### config.mk
export PLATFORM = sky130hd
export DESIGN_NAME = wb_burst_reader
export DESIGN_NICKNAME = d
export VERILOG_FILES = /design/src/rtl/wb_pkg.sv /design/src/rtl/wb_sync_fifo.sv /design/src/rtl/wb_burst_reader.sv
export SDC_FILE = /design/constraint.sdc
export NUM_CORES = 1
export LEC_CHECK = 0
export BUFFER_PORTS_ARGS = -buffer_cell sky130_fd_sc_hd__buf_2
export CELL_PAD_IN_SITES_DETAIL_PLACEMENT = 1
export CELL_PAD_IN_SITES_GLOBAL_PLACEMENT = 1
export CORE_AREA = 2 2 141 143
export CTS_BUF_LIST = sky130_fd_sc_hd__clkbuf_8 sky130_fd_sc_hd__clkbuf_16
export CTS_CLUSTER_SIZE = 10
export DETAILED_ROUTE_END_ITERATION = 8
export DIE_AREA = 0 0 143 145
export PLACE_DENSITY = 0.95
export SLEW_MARGIN = 30
export SYNTH_ARGS = -nofsm -noshare
export SYNTH_HDL_FRONTEND = slang
export SYNTH_SLANG_ARGS = --single-unit
export TNS_END_PERCENT = 50
### constraint.sdc
create_clock -name clk_i -period 7.6 [get_ports clk_i]
set_clock_uncertainty 0.1 [all_clocks]
set_input_delay 1.52 -clock clk_i [delete_from_list [all_inputs] [get_ports clk_i]]
set_output_delay 1.52 -clock clk_i [all_outputs]
set_load 0.02 [all_outputs]
### src/rtl/wb_pkg.sv
// Shared types and constants for the Wishbone burst reader.
// Holds the initiator FSM state encoding and the bus width constants.
package wb_pkg;

  localparam int         WB_ADR_W   = 32;
  localparam int         WB_DAT_W   = 32;
  localparam logic [3:0] WB_SEL_ALL = 4'hF;

  typedef enum logic [1:0] {
    IDLE = 2'd0,
    REQ  = 2'd1,
    WAIT = 2'd2
  } wb_state_e;

endpackage

### src/rtl/wb_sync_fifo.sv
// Show-ahead synchronous FIFO; the head entry is visible on rdata while not empty.
// A pop and a push in the same cycle are allowed even when full.
module wb_sync_fifo #(
  parameter int WIDTH = 33,
  parameter int DEPTH = 4
) (
  input  logic                     clk_i,
  input  logic                     rst_ni,
  input  logic                     flush,
  input  logic                     push,
  input  logic [WIDTH-1:0]         wdata,
  input  logic                     pop,
  output logic [WIDTH-1:0]         rdata,
  output logic                     full,
  output logic                     empty,
  output logic [$clog2(DEPTH):0]   count
);

  localparam int               PTR_W   = $clog2(DEPTH);
  localparam logic [PTR_W:0]   DEPTH_C = (PTR_W + 1)'(DEPTH);

  logic [WIDTH-1:0] mem_q [DEPTH];
  logic [PTR_W-1:0] wr_ptr_reg, rd_ptr_reg;
  logic [PTR_W:0]   count_reg;
  logic             do_push, do_pop;

  assign do_pop  = pop && (count_reg != '0);
  // The pop frees a slot in the same cycle, so a full FIFO can still take a push.
  assign do_push = push && ((count_reg != DEPTH_C) || do_pop);

  for (genvar gi = 0; gi < DEPTH; gi++) begin : g_entry
    logic [WIDTH-1:0] entry_reg;
    always_ff @(posedge clk_i) begin
      if (do_push && (wr_ptr_reg == PTR_W'(gi))) begin
        entry_reg <= wdata;
      end
    end
    assign mem_q[gi] = entry_reg;
  end

  always_ff @(posedge clk_i or negedge rst_ni) begin
    if (!rst_ni) begin
      wr_ptr_reg <= '0;
      rd_ptr_reg <= '0;
      count_reg  <= '0;
    end else if (flush) begin
      wr_ptr_reg <= '0;
      rd_ptr_reg <= '0;
      count_reg  <= '0;
    end else begin
      if (do_push) wr_ptr_reg <= wr_ptr_reg + 1'b1;
      if (do_pop)  rd_ptr_reg <= rd_ptr_reg + 1'b1;
      count_reg <= count_reg + (PTR_W + 1)'(do_push) - (PTR_W + 1)'(do_pop);
    end
  end

  assign rdata = mem_q[rd_ptr_reg];
  assign full  = (count_reg == DEPTH_C);
  assign empty = (count_reg == '0);
  assign count = count_reg;

endmodule

### src/rtl/wb_burst_reader.sv
// Wishbone pipelined-mode burst read initiator with credit-limited strobes and a stream output.
// Define WB_TIMEOUT_EN to enable the ack watchdog that aborts a stuck burst and pulses err_o.
module wb_burst_reader
  import wb_pkg::*;
#(
  parameter int LEN_W      = 8,
  parameter int FIFO_DEPTH = 4,
  parameter int TIMEOUT    = 255
) (
  input  logic                clk_i,
  input  logic                rst_ni,
  input  logic                cmd_valid_i,
  output logic                cmd_ready_o,
  input  logic [31:0]         cmd_addr_i,
  input  logic [LEN_W-1:0]    cmd_len_i,
  output logic                rd_valid_o,
  input  logic                rd_ready_i,
  output logic [31:0]         rd_data_o,
  output logic                rd_last_o,
  output logic                busy_o,
  output logic                err_o,
  output logic                wb_cyc_o,
  output logic                wb_stb_o,
  output logic                wb_we_o,
  output logic [3:0]          wb_sel_o,
  output logic [31:0]         wb_adr_o,
  output logic [31:0]         wb_dat_o,
  input  logic [31:0]         wb_dat_i,
  input  logic                wb_ack_i,
  input  logic                wb_stall_i
);

  localparam int CNT_W = $clog2(FIFO_DEPTH) + 1;

  if (FIFO_DEPTH < 2 || (FIFO_DEPTH & (FIFO_DEPTH - 1)) != 0 || TIMEOUT < 1) begin : g_param_check
    $error("wb_burst_reader: FIFO_DEPTH must be a power of two >= 2 and TIMEOUT >= 1");
  end

  wb_state_e             state_reg, state_next;
  logic [WB_ADR_W-1:0]   addr_reg;
  logic [LEN_W-1:0]      remaining_reg, len_reg, ack_cnt_reg;
  logic [CNT_W-1:0]      outstanding_reg, fifo_count;
  logic                  accept, issue, ack_valid, abort, credit_ok;
  logic                  fifo_full, fifo_empty, fifo_pop, fifo_push;
  logic [WB_DAT_W:0]     fifo_wdata, fifo_rdata;

  assign accept    = cmd_valid_i && cmd_ready_o && (cmd_len_i != '0);
  assign ack_valid = wb_ack_i && wb_cyc_o;
  // Every strobe in flight owns a FIFO slot, so acks can never overflow the FIFO.
  assign credit_ok = !fifo_full && ((outstanding_reg + fifo_count) < CNT_W'(FIFO_DEPTH));

`ifdef WB_TIMEOUT_EN
  localparam int WD_W = $clog2(TIMEOUT + 1);
  logic [WD_W-1:0] wd_cnt_reg;

  always_ff @(posedge clk_i or negedge rst_ni) begin
    if (!rst_ni) begin
      wd_cnt_reg <= '0;
    end else if (abort || ack_valid || (outstanding_reg == '0)) begin
      wd_cnt_reg <= '0;
    end else begin
      wd_cnt_reg <= wd_cnt_reg + 1'b1;
    end
  end

  assign abort = (wd_cnt_reg == WD_W'(TIMEOUT));
`else
  assign abort = 1'b0;
`endif

  always_ff @(posedge clk_i or negedge rst_ni) begin
    if (!rst_ni) state_reg <= IDLE;
    else         state_reg <= state_next;
  end

  always_comb begin
    state_next = state_reg;
    wb_cyc_o   = (state_reg != IDLE);
    wb_stb_o   = (state_reg == REQ) && (remaining_reg != '0) && credit_ok && !abort;
    issue      = wb_stb_o && !wb_stall_i;
    unique case (state_reg)
      IDLE: if (accept) state_next = REQ;
      REQ:  if (issue && (remaining_reg == LEN_W'(1))) state_next = WAIT;
      // Leave on the edge that retires the final ack so cyc drops right after it.
      WAIT: if ((outstanding_reg == '0) || ((outstanding_reg == CNT_W'(1)) && ack_valid))
              state_next = IDLE;
      default: state_next = IDLE;
    endcase
    if (abort) state_next = IDLE;
  end

  always_ff @(posedge clk_i or negedge rst_ni) begin
    if (!rst_ni) begin
      addr_reg        <= '0;
      remaining_reg   <= '0;
      len_reg         <= '0;
      ack_cnt_reg     <= '0;
      outstanding_reg <= '0;
    end else begin
      if (accept) begin
        addr_reg      <= cmd_addr_i & ~32'd3;
        remaining_reg <= cmd_len_i;
        len_reg       <= cmd_len_i;
        ack_cnt_reg   <= '0;
      end else begin
        if (issue) begin
          addr_reg      <= addr_reg + 32'd4;
          remaining_reg <= remaining_reg - 1'b1;
        end
        if (ack_valid) ack_cnt_reg <= ack_cnt_reg + 1'b1;
      end
      if (abort) begin
        outstanding_reg <= '0;
        remaining_reg   <= '0;
      end else begin
        outstanding_reg <= outstanding_reg + CNT_W'(issue) - CNT_W'(ack_valid);
      end
    end
  end

  // Acks return in order, so the ack index is the pop index of that word.
  assign fifo_push  = ack_valid && !abort;
  assign fifo_wdata = {(ack_cnt_reg == len_reg - 1'b1), wb_dat_i};
  assign fifo_pop   = !fifo_empty && rd_ready_i;

  wb_sync_fifo #(
    .WIDTH (WB_DAT_W + 1),
    .DEPTH (FIFO_DEPTH)
  ) u_fifo (
    .clk_i  (clk_i),
    .rst_ni (rst_ni),
    .flush  (abort),
    .push   (fifo_push),
    .wdata  (fifo_wdata),
    .pop    (fifo_pop),
    .rdata  (fifo_rdata),
    .full   (fifo_full),
    .empty  (fifo_empty),
    .count  (fifo_count)
  );

  assign rd_valid_o  = !fifo_empty;
  assign rd_data_o   = fifo_empty ? '0 : fifo_rdata[WB_DAT_W-1:0];
  assign rd_last_o   = !fifo_empty && fifo_rdata[WB_DAT_W];
  assign cmd_ready_o = (state_reg == IDLE);
  assign busy_o      = (state_reg != IDLE);
  assign err_o       = abort;
  assign wb_adr_o    = addr_reg;
  assign wb_we_o     = 1'b0;
  assign wb_sel_o    = WB_SEL_ALL;
  assign wb_dat_o    = '0;

endmodule

==> metrics, run 1 <==
outcome finished clean; TNS Setup 0 ns; Overall Global Routing Usage 0.220; FFs w/ async S/R, synth 0.333; initial antenna violation count 3; CP endpoint kind output port; hpwl dp 14400 um; Max clock buf depth 2; Worst-path clk slew 0.08 ns; Setup CP Type reg -> out; total vias in the final route 5917; total CTS buffers 17; Critical Path RT 5.98 ns; Filler Cell Count slightly below 2000; CTS H-tree depth 4; Clock Power Share 0.201; worst setup margin 3.50 ns; commonest non-fill, non-tap cell in the layout buf_2; Slew headroom 0.380; routability cong. 0.792; DRC viols 0; DRT Pass-1 Iters 4; DR vias/cell 5.39; pwr/cell area 432 nW/um^2; CTS sink count ~200; Place WS approximately 3.4 ns; Area growth syn-to-layout 16.1%; Worst-Margin Slew 0.922 ns; Max Freq roughly 0.24 GHz; Top Ports 186; Post-synth EDFFs between 100 and 150; Starting Density 0.475; grt total ovfl 0; register area share after synthesis 0.615; Yosys cell types 47; multi-input gate area in the final layout 3150 um^2; Die H 145 um; Die W 143 um; Flop pwr share 0.383; CTS Root Cell clkbuf_16; Comb power frac 0.416; vias in the first global route 6344; largest net degree at the start of global routing 67; TritonCTS clock tree built; Netlist Area Pre-Place roughly 9000 um^2; Total Routed Length 22000 um; Arr. time, crit path 2.48 ns; class of the worst hold path reg -> reg; cell internal pwr about 2700 uW; post-layout power 4570 uW; critical path fanouts, max 24; flops & latches, synth 198; RSZ-0062 raised after global routing false; row cnt slightly above 50; max-cap violation count 0; most frequent cells in the layout buf_2 (143), edfxtp_1 (132), dfrtp_1 (65); final worst path period need 4.10 ns; largest cells by area after synthesis edfxtp_1 (43%), dfrtp_1 (18%), mux4_2 (8.1%); I/O Buffers around 140; PostCTS Resize Cnt 0; # nets final 913; hold-fix buffer count after cts 0; DRT iter0 DRCs 314; final slew viol count 0; max reg flops 132; worst vdd ir 0.000197 V; Wirelength per Cell ~20 um; post-route ant nets 0; Static Leak 0.00406 uW; Net Sw Frac 0.414; Fin. Hold Viols 0; Synth Instances 681; period utilization 0.540; top cell type's share of synthesized area 0.434; die area 20700 um^2; first-pass GRT wire length approximately 35000 um; core area 19200 um^2; FF+latch area 5620 um^2; Clock Latency Late Sink 0.44 ns; Setup crit start kind flop; NetSw 1890 uW; yosys warns 0; ys flop type edfxtp_1; syn_area_per_cell 13.4 um^2; share of layout cells above drive strength 1 0.273; final setup vio count 0; post-CTS setup buffer count 0; Yosys top cell by area edfxtp_1
## worst paths after layout
kind                                 startpoint              endpoint  slack [ns]  cells past startpoint
setup / recovery           u_fifo.rd_ptr_reg[0]         rd_data_o[19]        3.50                      4
hold / removal             u_fifo.rd_ptr_reg[1]  u_fifo.rd_ptr_reg[1]        0.41                      1
setup reg to reg               remaining_reg[1]    outstanding_reg[2]        3.82                     13
hold reg to reg            u_fifo.rd_ptr_reg[1]  u_fifo.rd_ptr_reg[1]        0.41                      1
max in group asynchronous                rst_ni  u_fifo.rd_ptr_reg[0]        5.58                      2
min in group asynchronous                rst_ni            len_reg[5]        1.16                      2
## synth_stat cells (10+ instances only)
cell type  count
clkbuf_1      26
dfrtp_1       66
ha_1          14
nor2_1        28
nand2_1       61
xor2_1        14
xnor2_1       40
edfxtp_1     132
nor4_1        15
nand4_1       13
mux4_2        33
or3_1         11
inv_1         20
o21ai_0       34
buf_4         41
and2_1        40
a31oi_1       12
nand3_1       10
## power groups by stage
stage | combinational (uW) | clock (uW) | sequential [uW]
final | 1900 | 917 | 1750
after floorplan | 1280 | 0 | 1760
after detailed placement | 1890 | 0 | 1760
after global routing | 2080 | 969 | 1790
after CTS | 1930 | 934 | 1750
after global placement | 1790 | 0 | 1730
## final cells by class
cell class	instances	area share
Antenna cell	1	0.000236
Clock buffer	17	0.0402
Clock inverter	15	0.0188
Inverter	20	0.00709
Multi-Input combinational cell	429	0.298
Sequential cell	198	0.530
Tap cell	265	0.0313
Timing Repair Buffer	153	0.0746
## worst max-delay path: stages (launching register included)
cell and delay (ns):
dfrtp_2 0.62, buf_4 0.49, mux4_2 0.59, and2_1 0.18, buf_2 0.16
## through the flow
step	utilization	hold slack, ns	area, um^2	std cells
final	0.552	0.411	10600	1098
after global routing	0.551	0.446	10600	1097
after CTS	0.551	0.415	10600	1097
after detailed placement	0.519	0.408	9960	1065
after global placement	0.519	0.362	9960	1065
after floorplan	-	0.367	9270	719
## routing by layer
metal,vias to the layer above,track usage,share of wire
li1,2677,-,-
met1,3022,0.277,0.41
met2,178,0.379,0.52
met3,38,0.0479,0.051
met4,2,0.0673,0.020
met5,-,0,0.00059
## kinds of logic after synthesis
family / after synthesis / share of synthesized area
fa+ha+maj: 16 / 0.0236
buf+inv: 92 / 0.0555
flops: 198 / 0.615
compound gates: 66 / 0.0426
other cells: 2 / 0.000823
mux: 33 / 0.0814
xor+xnor: 54 / 0.0518
simple gates: 220 / 0.129
(Power assumes the default switching activity.)
==> run 2, diff against run 1 <==
- ABC_AREA: default -> 1
- CORE_AREA: 2 2 141 143 -> 2 2 159 161
- DIE_AREA: 0 0 143 145 -> 0 0 161 163
- PLACE_DENSITY: 0.95 -> 0.89
- clock period: 7.6 -> 3.87 ns (I/O delays scaled with it)
==> run 2 against run 1 <==
Register-to-register slack got worse by 2.5 ns. Critical endpoint is now rd_data_o[7]. Sequential power rose by 94%. Count of clock-buffer cells in the layout did not move. Flip-flop and latch count did not move. Highest routed layer is now met4.
==> metrics, run 2 <==
final setup vio count 0 (unchanged); max-cap violation count 0 (unchanged); Area growth syn-to-layout 14.2%; Antenna Cells 0 (-1); routability cong. 0.811 (+2.4%); placed cell areas 11000 um^2 (+10%); Static Leak 0.00486 uW (+20%); FFs w/ async S/R, synth 0.333 (unchanged); Filler Cell Count 2972 (+50%); total CTS buffers 17 (unchanged); TNS Setup 0 ns (unchanged); Post-synth EDFFs 132 (unchanged); Netlist Area Pre-Place 10100 um^2 (+11%); Worst-path clk slew 0.08 ns (about the same); first-pass GRT wire length 43300 um (+24%); CTS sink count 198 (unchanged); origin of the worst setup path u_fifo.rd_ptr_reg[0]; # nets final 1339 (+47%); Setup CP Type reg -> out; core area 24700 um^2 (+28%); share of layout cells above drive strength 1 0.193 (-0.0803); post-route ant nets 0 (unchanged); PostCTS Resize Cnt 0 (unchanged); Setup crit start kind flop; total vias in the final route 7950 (+34%); top cell type's share of synthesized area 0.391 (-0.0433); Yosys top cell by area edfxtp_1; grt total ovfl 0 (unchanged); Arr. time, crit path 2.66 ns (+0.18 ns); Slew headroom 0.557 (+0.177); CTS H-tree depth 4 (unchanged); ys flop type edfxtp_1; Clock Latency Late Sink 0.44 ns (about the same); worst vdd ir 0.000304 V (+54%); max reg flops 132 (unchanged); Overall Global Routing Usage 0.210 (-0.00990); class of the worst hold path in -> async; Max Freq 0.283 GHz; met1 usage 0.250 (-0.0265); DRT Pass-1 Iters 4 (unchanged); Worst-Margin Slew 0.665 ns (-0.257 ns); flops & latches, synth 198 (unchanged); post-layout power 9410 uW (+110%); die area 26200 um^2 (+27%); Synth Instances 1117 (+64%); multi-input gate area in the final layout 3830 um^2 (+21%); DR vias/cell 5.01 (-7.0%); I/O Buffers 143 (unchanged); FF-to-FF Start u_fifo.count[1]; vias in the first global route 8343 (+32%); gr busiest metal met2; Fin. Hold Viols 0 (unchanged); Top Ports 186 (unchanged); met2 usage 0.389 (+0.0105); most common library cells after synthesis nand2_1 (222), nor2_1 (209), edfxtp_1 (132), o21ai_0 (84), inv_1 (70); Starting Density 0.411 (-0.0643); yosys warns 0 (unchanged); initial antenna violation count 0 (-3); Max clock buf depth 2 (unchanged); Yosys cell types 40 (-15%); DRT iter0 DRCs 450 (+43%); outcome finished clean; CTS Root Cell clkbuf_16; largest cells by area after synthesis edfxtp_1 (39%), dfrtp_1 (16%), nand2_1 (8.2%); syn_area_per_cell 9.08 um^2 (-32%); Die H 163 um (+12%); fin util 0.469 (-0.0825); RSZ-0062 raised after global routing false; CP endpoint kind output port; final slew viol count 0 (unchanged); Die W 161 um (+13%); pwr/cell area 813 nW/um^2 (+88%); post-CTS setup buffer count 0 (unchanged); Wirelength per Cell 17.1 um (-15%); largest net degree at the start of global routing 59 (-12%); TritonCTS clock tree built; hpwl dp 18800 um (+30%); FF+latch area 5620 um^2 (unchanged); GR Util met3 0.0346 (-0.0132); fin area 11600 um^2 (+9.2%); final worst path period need ~3.5 ns; Total Routed Length 27200 um (+23%); Critical Path RT 3.00 ns (-2.98 ns); commonest non-fill, non-tap cell in the layout nand2_1; most frequent cells in the layout nand2_1 (222), nor2_1 (205), buf_2 (143); top-count cell post-synth nand2_1; hold-fix buffer count after cts 0 (unchanged); critical path fanouts, max 58 (+140%); period utilization 0.914; register area share after synthesis 0.554 (-0.0614); row cnt 58 (+14%); DRC viols 0 (unchanged)
run 2: final timing paths:
check	end	slack, ns	depth (start not counted)
worst max-delay path	rd_data_o[7]	0.33	5
worst min-delay path	wb_adr_o[13]	0.26	1
worst max register to register	outstanding_reg[2]	1.34	13
worst min register to register	len_reg[7]	0.45	2
max in group asynchronous	wb_adr_o[29]	2.76	2
min in group clk_i	u_fifo.g_entry[2].entry_reg[6]	0.45	1
run 2: layout make-up:
cell class                      count  area share
Tap cell                          330      0.0357
Clock inverter                     14      0.0152
Inverter                           76      0.0253
Sequential cell                   198       0.485
Timing Repair Buffer              155      0.0707
Multi-Input combinational cell    797       0.331
Clock buffer                       17      0.0368
run 2: cell families after synthesis:
kind of cell,synth area share
fa+ha+maj,0.0212
simple gates,0.237
xor+xnor,0.0268
compound gates,0.0741
flops,0.554
other cells,0.000741
buf+inv,0.0859
run 2: critical path, cell delays in order (launching register included):
cell,delay [ns]
dfrtp_2,0.65
inv_1,0.35
buf_4,0.52
o21ai_0,0.23
a21oi_1,0.25
buf_2,0.20
run 2: where the power goes:
group / internal, uW / switching (uW) / leakage, uW
registers: 2870 / 524 / 0.00204
clock network: 929 / 883 / 0.000295
logic: 1340 / 2860 / 0.00253
total: 5140 / 4270 / 0.00486
run 2: metrics by stage:
step / setup slack [ns] / instances / hold slack, ns
6_report: 0.331 / 1587 / 0.262
4_1_cts: 0.343 / 1587 / 0.278
2_1_floorplan: 0.791 / 1155 / 0.369
3_5_place_dp: 0.832 / 1556 / 0.432
3_3_place_gp: 0.943 / 1556 / 0.417
5_1_grt: 0.112 / 1587 / 0.298
run 2: per-layer routing:
layer	share of wire	up-vias	wire length, um
met2	0.52	154	14200
li1	-	3821	-
met1	0.42	3939	11400
met3	0.038	36	1050
met5	0	-	0
met4	0.017	0	463
==> run 3, diff against run 2 <==
- CORE_AREA: 2 2 159 161 -> 2 2 174 176
- DIE_AREA: 0 0 161 163 -> 0 0 176 178
- PLACE_DENSITY: 0.89 -> 0.77
==> run 3 against run 2 <==
Fmax up 4.2%. Sequential power down 2%. Power down 0.62%. Cell area up 0.73%. Worst hold slack better by 0.017 ns. Critical path depth unchanged. Register-to-register slack about the same. Setup slack better by 0.14 ns. Largest cell class unchanged.
==> metrics, run 3 (synthesized netlist as in run 2, its figures left out) <==
worst vdd ir 0.000280 V (-7.9%); top cell family by delay on the critical path buffers and inverters; post-layout power 9350 uW (-0.62%); Setup CP Type reg -> out; Starting Density 0.345 (-0.0661); most frequent cells in the layout nand2_1 (222), nor2_1 (205), buf_2 (143); CP endpoint kind output port; Overall Global Routing Usage 0.174 (-0.0362); placed cell areas 11100 um^2 (+0.78%); total CTS buffers 17 (unchanged); commonest non-fill, non-tap cell in the layout nand2_1; TNS Setup 0 ns (unchanged); Max clock buf depth 2 (unchanged); Total Routed Length 26700 um (-2.0%); grt total ovfl 0 (unchanged); Critical Path Stages 5 (unchanged); CP Cell Sequence clkinv_1 > buf_4 > o21ai_0 > a21oi_1 > buf_2; origin of the worst setup path u_fifo.rd_ptr_reg[0]; Clock Latency Late Sink 0.43 ns (about the same); hold-fix buffer count after cts 0 (unchanged); Slew headroom 0.408 (-0.148); I/O Buffers 143 (unchanged); Wirelength per Cell 16.2 um (-5.7%); DRT iter0 DRCs 329 (-27%); max-cap violation count 0 (unchanged); # nets final 1342 (+0.22%); post-CTS setup buffer count 0 (unchanged); period utilization 0.877 (-0.0370); CTS Root Cell clkbuf_16; Buf+Inv Stages, Crit Path 3 (unchanged); final non-filler cell total 1650 (+4.0%); RSZ-0062 raised after global routing false; Top Ports 186 (unchanged); initial antenna violation count 0 (unchanged); outcome finished clean; CP max-delay cell clkinv_1; row cnt 63 (+8.6%); Filler Cell Count 3486 (+17%); final worst path period need 3.40 ns (-0.143 ns); pwr/cell area 802 nW/um^2 (-1.3%); routability cong. 0.836 (+3.1%); Die W 176 um (+9.3%); Die H 178 um (+9.2%); largest net degree at the start of global routing 68 (+15%); CTS sink count 198 (unchanged); Min Hold Slack 0.279 ns (+0.0172 ns); slowest stage delay, CP 0.68 ns (+0.03 ns); Worst-path clk slew 0.09 ns (about the same); final setup vio count 0 (unchanged); Arr. time, crit path 2.52 ns (-0.14 ns); R2R Setup Slk 1.35 ns (about the same); Fin. Hold Viols 0 (unchanged); max reg flops 132 (unchanged); die area 31300 um^2 (+19%); Worst-Margin Slew 0.887 ns (+0.221 ns); hpwl dp 18700 um (-0.51%); critical path fanouts, max 33 (-43%); DRC viols 0 (unchanged); Max Freq 0.295 GHz (+4.2%); FF-to-FF Start state_reg[1]; Critical Path RT 3.00 ns (about the same); DR vias/cell 4.76 (-5.1%); total vias in the final route 7848 (-1.3%); Antenna Cells 0 (unchanged); r2r endpoint u_fifo.count[2]; first-pass GRT wire length 42600 um (-1.6%); class of the worst hold path in -> async; dpl cells 1619 (+4.0%); Area growth syn-to-layout 15.0%; CTS H-tree depth 4 (unchanged); DRT Pass-1 Iters 4 (unchanged); share of layout cells above drive strength 1 0.194 (+0.00192); Static Leak 0.00487 uW (about the same); TritonCTS clock tree built; core area 29400 um^2 (+19%); fin area 11700 um^2 (+0.73%); post-route ant nets 0 (unchanged); vias in the first global route 7995 (-4.2%); R2R cell count 8 (-5); final slew viol count 0 (unchanged); Setup crit start kind flop; PostCTS Resize Cnt 0 (unchanged)
[run 3: how the worst max path moves through the flow]
stage	endpoint
after floorplan	u_fifo.g_entry[0].entry_reg[0]
after global placement	rd_data_o[24]
after detailed placement	rd_data_o[24]
after CTS	rd_data_o[24]
after global routing	rd_data_o[24]
final	rd_data_o[24]
[run 3: worst reg2reg max path, delay by kind of cell, from the launching register on]
kind                     cells  cell delay [ns]
AO/OA/AOI/OAI                2             0.56
XOR/XNOR                     2             0.35
adder cells (fa/ha/maj)      2             0.61
buffers and inverters        2             0.39
flip-flops                   1             0.43
[run 3: stage by stage]
step | utilization | setup slack [ns]
6_report | 0.396 | 0.475
3_5_place_dp | 0.376 | 0.845
3_3_place_gp | 0.376 | 0.980
2_1_floorplan | - | 0.791
4_1_cts | 0.396 | 0.386
5_1_grt | 0.396 | 0.269
[run 3: metal layers]
metal	part of all wire	track usage	vias up
met2	0.50	0.309	176
met4	0.0093	0.0365	0
met1	0.44	0.222	3832
li1	-	-	3820
met3	0.046	0.0307	20
met5	0	0	-
[run 3: power breakdown]
group	switching, uW	leakage [uW]	internal [uW]
clock network	909	0.000292	881
logic	2880	0.00253	1350
registers	461	0.00204	2870
total	4250	0.00487	5100
[run 3: final cells by class]
| cell class | instances | area (um^2) | share of cell area |
|---|---|---|---|
| clock buffers | 17 | 425 | 0.0365 |
| clock inverters | 14 | 175 | 0.0150 |
| inverters | 76 | 293 | 0.0251 |
| multi-input cells | 797 | 3830 | 0.329 |
| flip-flops and latches | 198 | 5620 | 0.482 |
| well taps | 390 | 488 | 0.0419 |
| repair buffers | 158 | 828 | 0.0711 |
